===== config.mk =====
export PLATFORM = sky130hd
export DESIGN_NAME = neuron_mac
export DESIGN_NICKNAME = d
export VERILOG_FILES = /design/src/rtl/neuron_mac.sv
export SDC_FILE = /design/constraint.sdc
export NUM_CORES = 1
export LEC_CHECK = 0
export CAP_MARGIN = 15
export CORE_MARGIN = 5
export CORE_UTILIZATION = 53
export DETAILED_ROUTE_END_ITERATION = 6
export HOLD_SLACK_MARGIN = 0.1
export MAX_ROUTING_LAYER = met4
export PLACE_DENSITY = 0.78
export REMOVE_ABC_BUFFERS = 1
export SLEW_MARGIN = 0
export SYNTH_ARGS = -nofsm -noshare
export SYNTH_HDL_FRONTEND = slang
export SYNTH_SLANG_ARGS = --single-unit

===== constraint.sdc =====
create_clock -name clk_i -period 2.95 [get_ports clk_i]
set_clock_uncertainty 0.1 [all_clocks]
set_input_delay 0.295 -clock clk_i [delete_from_list [all_inputs] [get_ports clk_i]]
set_output_delay 0.295 -clock clk_i [all_outputs]
set_load 0.01 [all_outputs]

===== src/rtl/neuron_mac.sv =====
// Sequential MAC for one neuron's pre-activation sum: bias seed, numInputs signed pairs, signed result.
// Latency: product registered on the accept edge, added on the next; sum_valid_o rises one edge after the last beat.
// Backpressure: in_ready_o only in ACCUM; result held in DONE until sum_ready_i. NEURON_MAC_SAT_EN selects clamped adds.
module neuron_mac #(
  parameter int DATA_WIDTH = 8,
  parameter int SUM_WIDTH  = 24,
  parameter int NUM_INPUTS = 784
) (
  input  logic                         clk_i,
  input  logic                         reset_i,
  input  logic                         start_i,
  input  logic signed [SUM_WIDTH-1:0]  bias_in_i,
  input  logic                         in_valid_i,
  output logic                         in_ready_o,
  input  logic signed [DATA_WIDTH-1:0] data_in_i,
  input  logic signed [DATA_WIDTH-1:0] weight_in_i,
  output logic signed [SUM_WIDTH-1:0]  sum_out_o,
  output logic                         sum_valid_o,
  input  logic                         sum_ready_i,
  output logic                         busy_o
);

  localparam int PROD_W = 2 * DATA_WIDTH;
  localparam int CNT_W  = $clog2(NUM_INPUTS + 1);
  localparam logic [CNT_W-1:0] LAST_CNT = CNT_W'(NUM_INPUTS - 1);

  typedef enum logic [1:0] {
    IDLE,
    ACCUM,
    DRAIN,
    DONE
  } state_e;

  state_e                       state_q, state_d;
  logic signed [SUM_WIDTH-1:0]  acc_q, acc_d;
  logic signed [PROD_W-1:0]     prod_q, prod_d;
  logic                         prod_vld_q, prod_vld_d;
  logic [CNT_W-1:0]             cnt_q, cnt_d;

  logic                         beat_acc;
  logic signed [PROD_W-1:0]     data_ext;
  logic signed [PROD_W-1:0]     weight_ext;
  logic signed [SUM_WIDTH-1:0]  prod_ext;
  logic signed [SUM_WIDTH-1:0]  acc_sum;

  // Operands widened to product width so the signed multiply keeps all bits.
  assign data_ext   = {{DATA_WIDTH{data_in_i[DATA_WIDTH-1]}}, data_in_i};
  assign weight_ext = {{DATA_WIDTH{weight_in_i[DATA_WIDTH-1]}}, weight_in_i};
  assign prod_ext   = {{(SUM_WIDTH - PROD_W){prod_q[PROD_W-1]}}, prod_q};

  assign beat_acc    = in_valid_i && (state_q == ACCUM);
  assign in_ready_o  = (state_q == ACCUM);
  assign sum_valid_o = (state_q == DONE);
  assign busy_o      = (state_q != IDLE);
  // Only expose the accumulator once it is final; zero otherwise.
  assign sum_out_o   = (state_q == DONE) ? acc_q : '0;

`ifdef NEURON_MAC_SAT_EN
  localparam logic signed [SUM_WIDTH-1:0] SAT_MAX = {1'b0, {(SUM_WIDTH-1){1'b1}}};
  localparam logic signed [SUM_WIDTH-1:0] SAT_MIN = {1'b1, {(SUM_WIDTH-1){1'b0}}};
  logic signed [SUM_WIDTH:0] acc_wide;

  // One guard bit exposes overflow; each add is clamped independently.
  always_comb begin
    acc_wide = {acc_q[SUM_WIDTH-1], acc_q} + {prod_ext[SUM_WIDTH-1], prod_ext};
    if (acc_wide[SUM_WIDTH] != acc_wide[SUM_WIDTH-1]) begin
      acc_sum = acc_wide[SUM_WIDTH] ? SAT_MIN : SAT_MAX;
    end else begin
      acc_sum = acc_wide[SUM_WIDTH-1:0];
    end
  end
`else
  // Two's-complement wrap modulo 2^SUM_WIDTH.
  assign acc_sum = acc_q + prod_ext;
`endif

  // Next-state and datapath updates; everything holds unless a state acts on it.
  always_comb begin
    state_d    = state_q;
    acc_d      = acc_q;
    prod_d     = prod_q;
    prod_vld_d = prod_vld_q;
    cnt_d      = cnt_q;
    unique case (state_q)
      IDLE: begin
        if (start_i) begin
          acc_d      = bias_in_i;
          cnt_d      = '0;
          prod_vld_d = 1'b0;
          state_d    = ACCUM;
        end
      end
      ACCUM: begin
        if (prod_vld_q) begin
          acc_d = acc_sum;
        end
        if (beat_acc) begin
          prod_d     = data_ext * weight_ext;
          prod_vld_d = 1'b1;
          cnt_d      = cnt_q + CNT_W'(1);
          if (cnt_q == LAST_CNT) begin
            state_d = DRAIN;
          end
        end else begin
          prod_vld_d = 1'b0;
        end
      end
      DRAIN: begin
        // The final beat's product is still in flight; fold it in here.
        if (prod_vld_q) begin
          acc_d = acc_sum;
        end
        prod_vld_d = 1'b0;
        state_d    = DONE;
      end
      DONE: begin
        if (sum_ready_i) begin
          state_d = IDLE;
        end
      end
      default: begin
        state_d = IDLE;
      end
    endcase
  end

  // State and datapath registers; reset discards any partial sum.
  always_ff @(posedge clk_i or posedge reset_i) begin
    if (reset_i) begin
      state_q    <= IDLE;
      acc_q      <= '0;
      prod_q     <= '0;
      prod_vld_q <= 1'b0;
      cnt_q      <= '0;
    end else begin
      state_q    <= state_d;
      acc_q      <= acc_d;
      prod_q     <= prod_d;
      prod_vld_q <= prod_vld_d;
      cnt_q      <= cnt_d;
    end
  end

endmodule


# == Yosys cells after proc, flatten, opt, wreduce, memory -nomap -nowiden ==
# Cells that the tools add are included.
# W data, S select, Z words.
# op_classes
n_mux,15
n_eq_ne,9
n_mul,1
addsub,2
n_reduce_logical,12
# op_table
op,n
$mux W24,3
$pmux W24 S2,1
$add A24 B16 Y24,1
$mux W10,2
$pmux W10 S2,1
$mul A8 B8 Y16,1
$add A10 B1 Y10 const B,1
$eq A10 B10 Y1 const B,1
$mux W2,4
$ne A2 B1 Y1 const B,4
$pmux W2 S4,1
$reduce_and A3 Y1,2
$reduce_bool A2 Y1,3
$eq A2 B2 Y1 const B,2
$reduce_and A2 Y1,2
$reduce_and A4 Y1,1
$pmux W1 S3,1
$reduce_bool A3 Y1,1
$eq A2 B1 Y1 const B,1
$logic_not A2 Y1,1
$mux W1,2
$ne A2 B2 Y1 const B,1
$reduce_or A2 Y1,1
$logic_and A1 B1 Y1,1
# word_totals
out_inout_bits,27
elab_cells,44
input_bits,45
regBits,53

# == Depth between registers and ports, before layout ==
# logic_depth
word_depth,4
depth_mapped,19

# == Least setup slack after synthesis ==
# OpenSTA, ideal clock, no wires.
# synth_path
path_kind,input to register
startpoint,input port data_in_i[3]
endpoint,register prod_q[14]
required_time_ps,2754
path_buffers,0
slack_ps,-1403
t_arrival_ps,4158
stages,18
setup_ps,96
cell_sequence,and2_1 fa_1 inv_1 fa_1 inv_1 fa_1 inv_1 fa_1 inv_1 ha_1 o21ai_0 a21boi_0 o21ai_0 a21oi_1 o21ai_0 a211oi_1 nor3_1 o31ai_1
# synth_via
elab_chain_len,1
# synth_rtl
element,line_no,rtl
start: declaration,15,"input logic signed [DATA_WIDTH-1:0] data_in_i,"
$mul A8 B8 Y16,98,prod_d = data_ext * weight_ext;
end signal: assignment,138,prod_q <= prod_d;
end: declaration,36,"logic signed [PROD_W-1:0] prod_q, prod_d;"
# Every way passes these cells.
# A chain may end at the register's enable or synchronous reset.

# == Worst setup path after layout ==
# layout_path
startpoint,input port data_in_i[6]
endpoint,register prod_q[11]
# The elaborated chain is that of the path after synthesis.

==> flow_summary.json <==
{
  "rows": 39,
  "routed_wl_mm": 16.09,
  "io_buffers": 71,
  "tightest_slew_ps": 900.7,
  "place_ws_ps": -2183,
  "power_density_mw_per_mm2": 991.5,
  "io_pins": 72,
  "reg2reg_from": "acc_q[0]",
  "num_vias": 5494,
  "grt_antenna_before_repair": 0,
  "cp-start-kind": "primary input",
  "criticalPathCategory": "primary input to register",
  "rsz0062_at_grt": "true",
  "async_flop_share_pct": 100.0,
  "path_clk_slew_ps": 80,
  "min_path_type": "primary input to asynchronous set/reset pin",
  "worst-endpoint-required_ps": 3000,
  "violations": "negative setup slack",
  "finalMaxSlewViolations": 0,
  "synth_cell_types": 61,
  "drt_first_pass_iters": 5,
  "start_util_pct": 54.11,
  "fill_cells": 796,
  "hold_buffers": 0,
  "core_mm2": 0.01147,
  "grt_pass1_vias": 5787,
  "synth_area_leaders": "dfrtp_1 21%, fa_1 18%, ha_1 12%, and2_1 6.9%, inv_1 6.0%",
  "drt_iter0_markers": 329,
  "die_h_um": 118.2,
  "synth_seq_cells": 53,
  "hold_violations": 0,
  "grt_pass1_wl_mm": 26.77,
  "final_antenna_net_count": 0,
  "leakage_nw": 3.954,
  "path_max_fanout": 3,
  "synth_top_area_cell": "dfrtp_1",
  "ys_warn_count": 0,
  "syn_inst": 702,
  "nets": 1015,
  "syn_area_mm2": 0.006205,
  "cts_tree": "built",
  "synthFlopType": "dfrtp_1",
  "period_share_pct": 138.2,
  "worstSetupStartpoint": "data_in_i[6]",
  "tns_ps": -8939,
  "gp_congestion": 0.9460,
  "clk_latency_ps": 310,
  "cts_sinks": 53,
  "crit_arrival_ps": 4120,
  "rrSetupSlack_ps": 90,
  "cp-end-kind": "register",
  "drive_above_1_share_pct": 25.67,
  "htree_levels": 2,
  "die_w_um": 118.2,
  "n_antenna_cell": 0,
  "drc": 0,
  "p_total_mw": 8.282,
  "grt_max_degree": 37,
  "avgSynthCellArea_um2": 8.839,
  "dieArea_mm2": 0.01397,
  "area.growth.synth_to_final_pct": 34.62,
  "max_freq_mhz": 245.2,
  "cts-buffers-inserted": 5,
  "avgRoutedWirePerCell_um": 16.09,
  "max_cap_violations": 0,
  "vias_per_cell": 5.494,
  "setup_viol": 11,
  "fin_ws_ps": -1128,
  "synth_edf_count": 0,
  "status": "finished, violations left",
  "track_usage_pct": 23.12,
  "clockBufferDepth": 2,
  "synth_top_area_share_pct": 21.38,
  "min_period_ps": 4078,
  "slew_headroom_pct": 39.81,
  "ir_worst_vdd_uv": 590.5,
  "overflow": 0,
  "synth-seq-area-share_pct": 21.38,
  "hpwl_mm": 11.94,
  "cts_root_buf": "clkbuf_16"
}
Yosys cell counts (all sizes together), types with 3 or more instances:
master / n
inv: 99
and2: 68
nand2: 65
ha: 58
fa: 56
dfrtp: 53
o21ai: 48
a21oi: 34
nor2: 31
xnor2: 20
mux2i: 18
xor2: 17
nand3: 12
nor2b: 12
clkbuf: 10
and3: 8
nand2b: 7
a211oi: 6
mux2: 6
a21boi: 5
nor3: 5
nor3b: 5
o31ai: 5
or3: 5
a21o: 4
a31oi: 4
buf: 4
a31o: 3
o221ai: 3
critical path: stages:
cell	delay, ps
buf_8	100
and2_4	150
fa_1	500
inv_1	50
fa_1	480
inv_1	60
fa_1	530
inv_1	50
fa_1	490
inv_2	50
ha_4	280
buf_4	110
buf_6	90
nand2b_4	60
a21boi_4	160
o22ai_4	90
buf_4	140
o21ba_2	200
xor2_1	140
o21ai_0	90
report_power, final:
| group | total [mW] | switching, mW | internal, mW |
|---|---|---|---|
| logic | 6.25 | 3.12 | 3.13 |
| clock network | 0.684 | 0.281 | 0.402 |
| registers | 1.35 | 0.303 | 1.05 |
| total | 8.28 | 3.70 | 4.58 |
cell usage in the layout, fill, tap and decap left out, drive strengths merged, types with 2 or more instances in the layout:
master	synthesis	layout
a211oi	6	6
a21boi	5	5
a21o	4	4
a21oi	34	34
a22oi	2	2
a31o	3	3
a31oi	4	4
and2	68	68
and3	8	8
and4	2	2
buf	4	106
clkbuf	10	5
clkdlybuf4s50	0	55
dfrtp	53	53
fa	56	56
ha	58	58
inv	99	99
mux2	6	6
mux2i	18	18
nand2	65	65
nand2b	7	7
nand3	12	12
nand4	2	2
nand4b	2	2
nor2	31	31
nor2b	12	12
nor3	5	5
nor3b	5	5
o211ai	2	2
o21a	2	2
o21ai	48	48
o21bai	2	2
o221ai	3	3
o22ai	2	2
o31ai	5	5
or2	2	2
or3	5	5
xnor2	20	20
xor2	17	17
cell families (layout without fill, tap and decap cells):
kind of cell,count (synthesis),after routing,synth area share [%]
adder cells (fa/ha/maj),114,114,29.76
AO/OA/AOI/OAI,130,130,12.97
AND/OR/NAND/NOR,230,230,19.44
buffers and inverters,114,269,7.239
flip-flops,53,53,21.38
multiplexers,24,24,3.993
XOR/XNOR,37,37,5.223
what timing repair did:
| action | in CTS | in global routing |
|---|---|---|
| setup buffers | 19 | 2 |
| setup endpoints to repair | 13 | 19 |
| pin swaps | 69 | 14 |
| gates resized for setup | 173 | 27 |
| hold endpoints to repair | 0 | 0 |
layer usage:
metal  vias to the layer above  wire length (um)  share of wire [%]  track usage, %
met3                        44               592                3.7           2.913
met5                         -                 0                  0               -
met2                       166              8558                 53           41.91
met4                         0               431                2.7           6.882
li1                       2631                 -                  -               -
met1                      2653              6510                 40           26.65
path summary, 6_finish.rpt:
path | end | depth (start not counted)
min | acc_q[10] | 2
max in group asynchronous | prod_q[5] | 3
min in group clk_i | prod_q[10] | 2
max reg2reg | acc_q[22] | 12
min reg2reg | prod_q[10] | 2
max | prod_q[11] | 20
sequential cells by signal, summed over array words and instances, names as in the netlist:
register / cells
prod_vld_q: 1
prod_q: 16
state_q: 2
acc_q: 24
cnt_q: 10
per-stage QoR:
| stage | utilization, % | std cells | hold slack [ps] | area, um^2 |
|---|---|---|---|---|
| CTS | 71.49 | 999 | 212.8 | 8198 |
| global placement | 65.97 | 974 | 364.0 | 7565 |
| floorplan | - | 687 | 331.0 | 6127 |
| detailed placement | 65.97 | 974 | 374.3 | 7565 |
| global route | 72.84 | 1000 | 252.3 | 8353 |
| finish | 72.84 | 1000 | 199.3 | 8353 |
cell type report:
type | count | area, um^2 | share of cell area, %
Multi-Input combinational cell | 535 | 4877 | 58.39
Timing Repair Buffer | 162 | 1428 | 17.09
Sequential cell | 53 | 1326 | 15.88
Inverter | 99 | 371.6 | 4.449
Tap cell | 143 | 178.9 | 2.142
Clock buffer | 5 | 125.1 | 1.498
Clock inverter | 3 | 46.29 | 0.5542
Power figures use the tool's default switching activity.
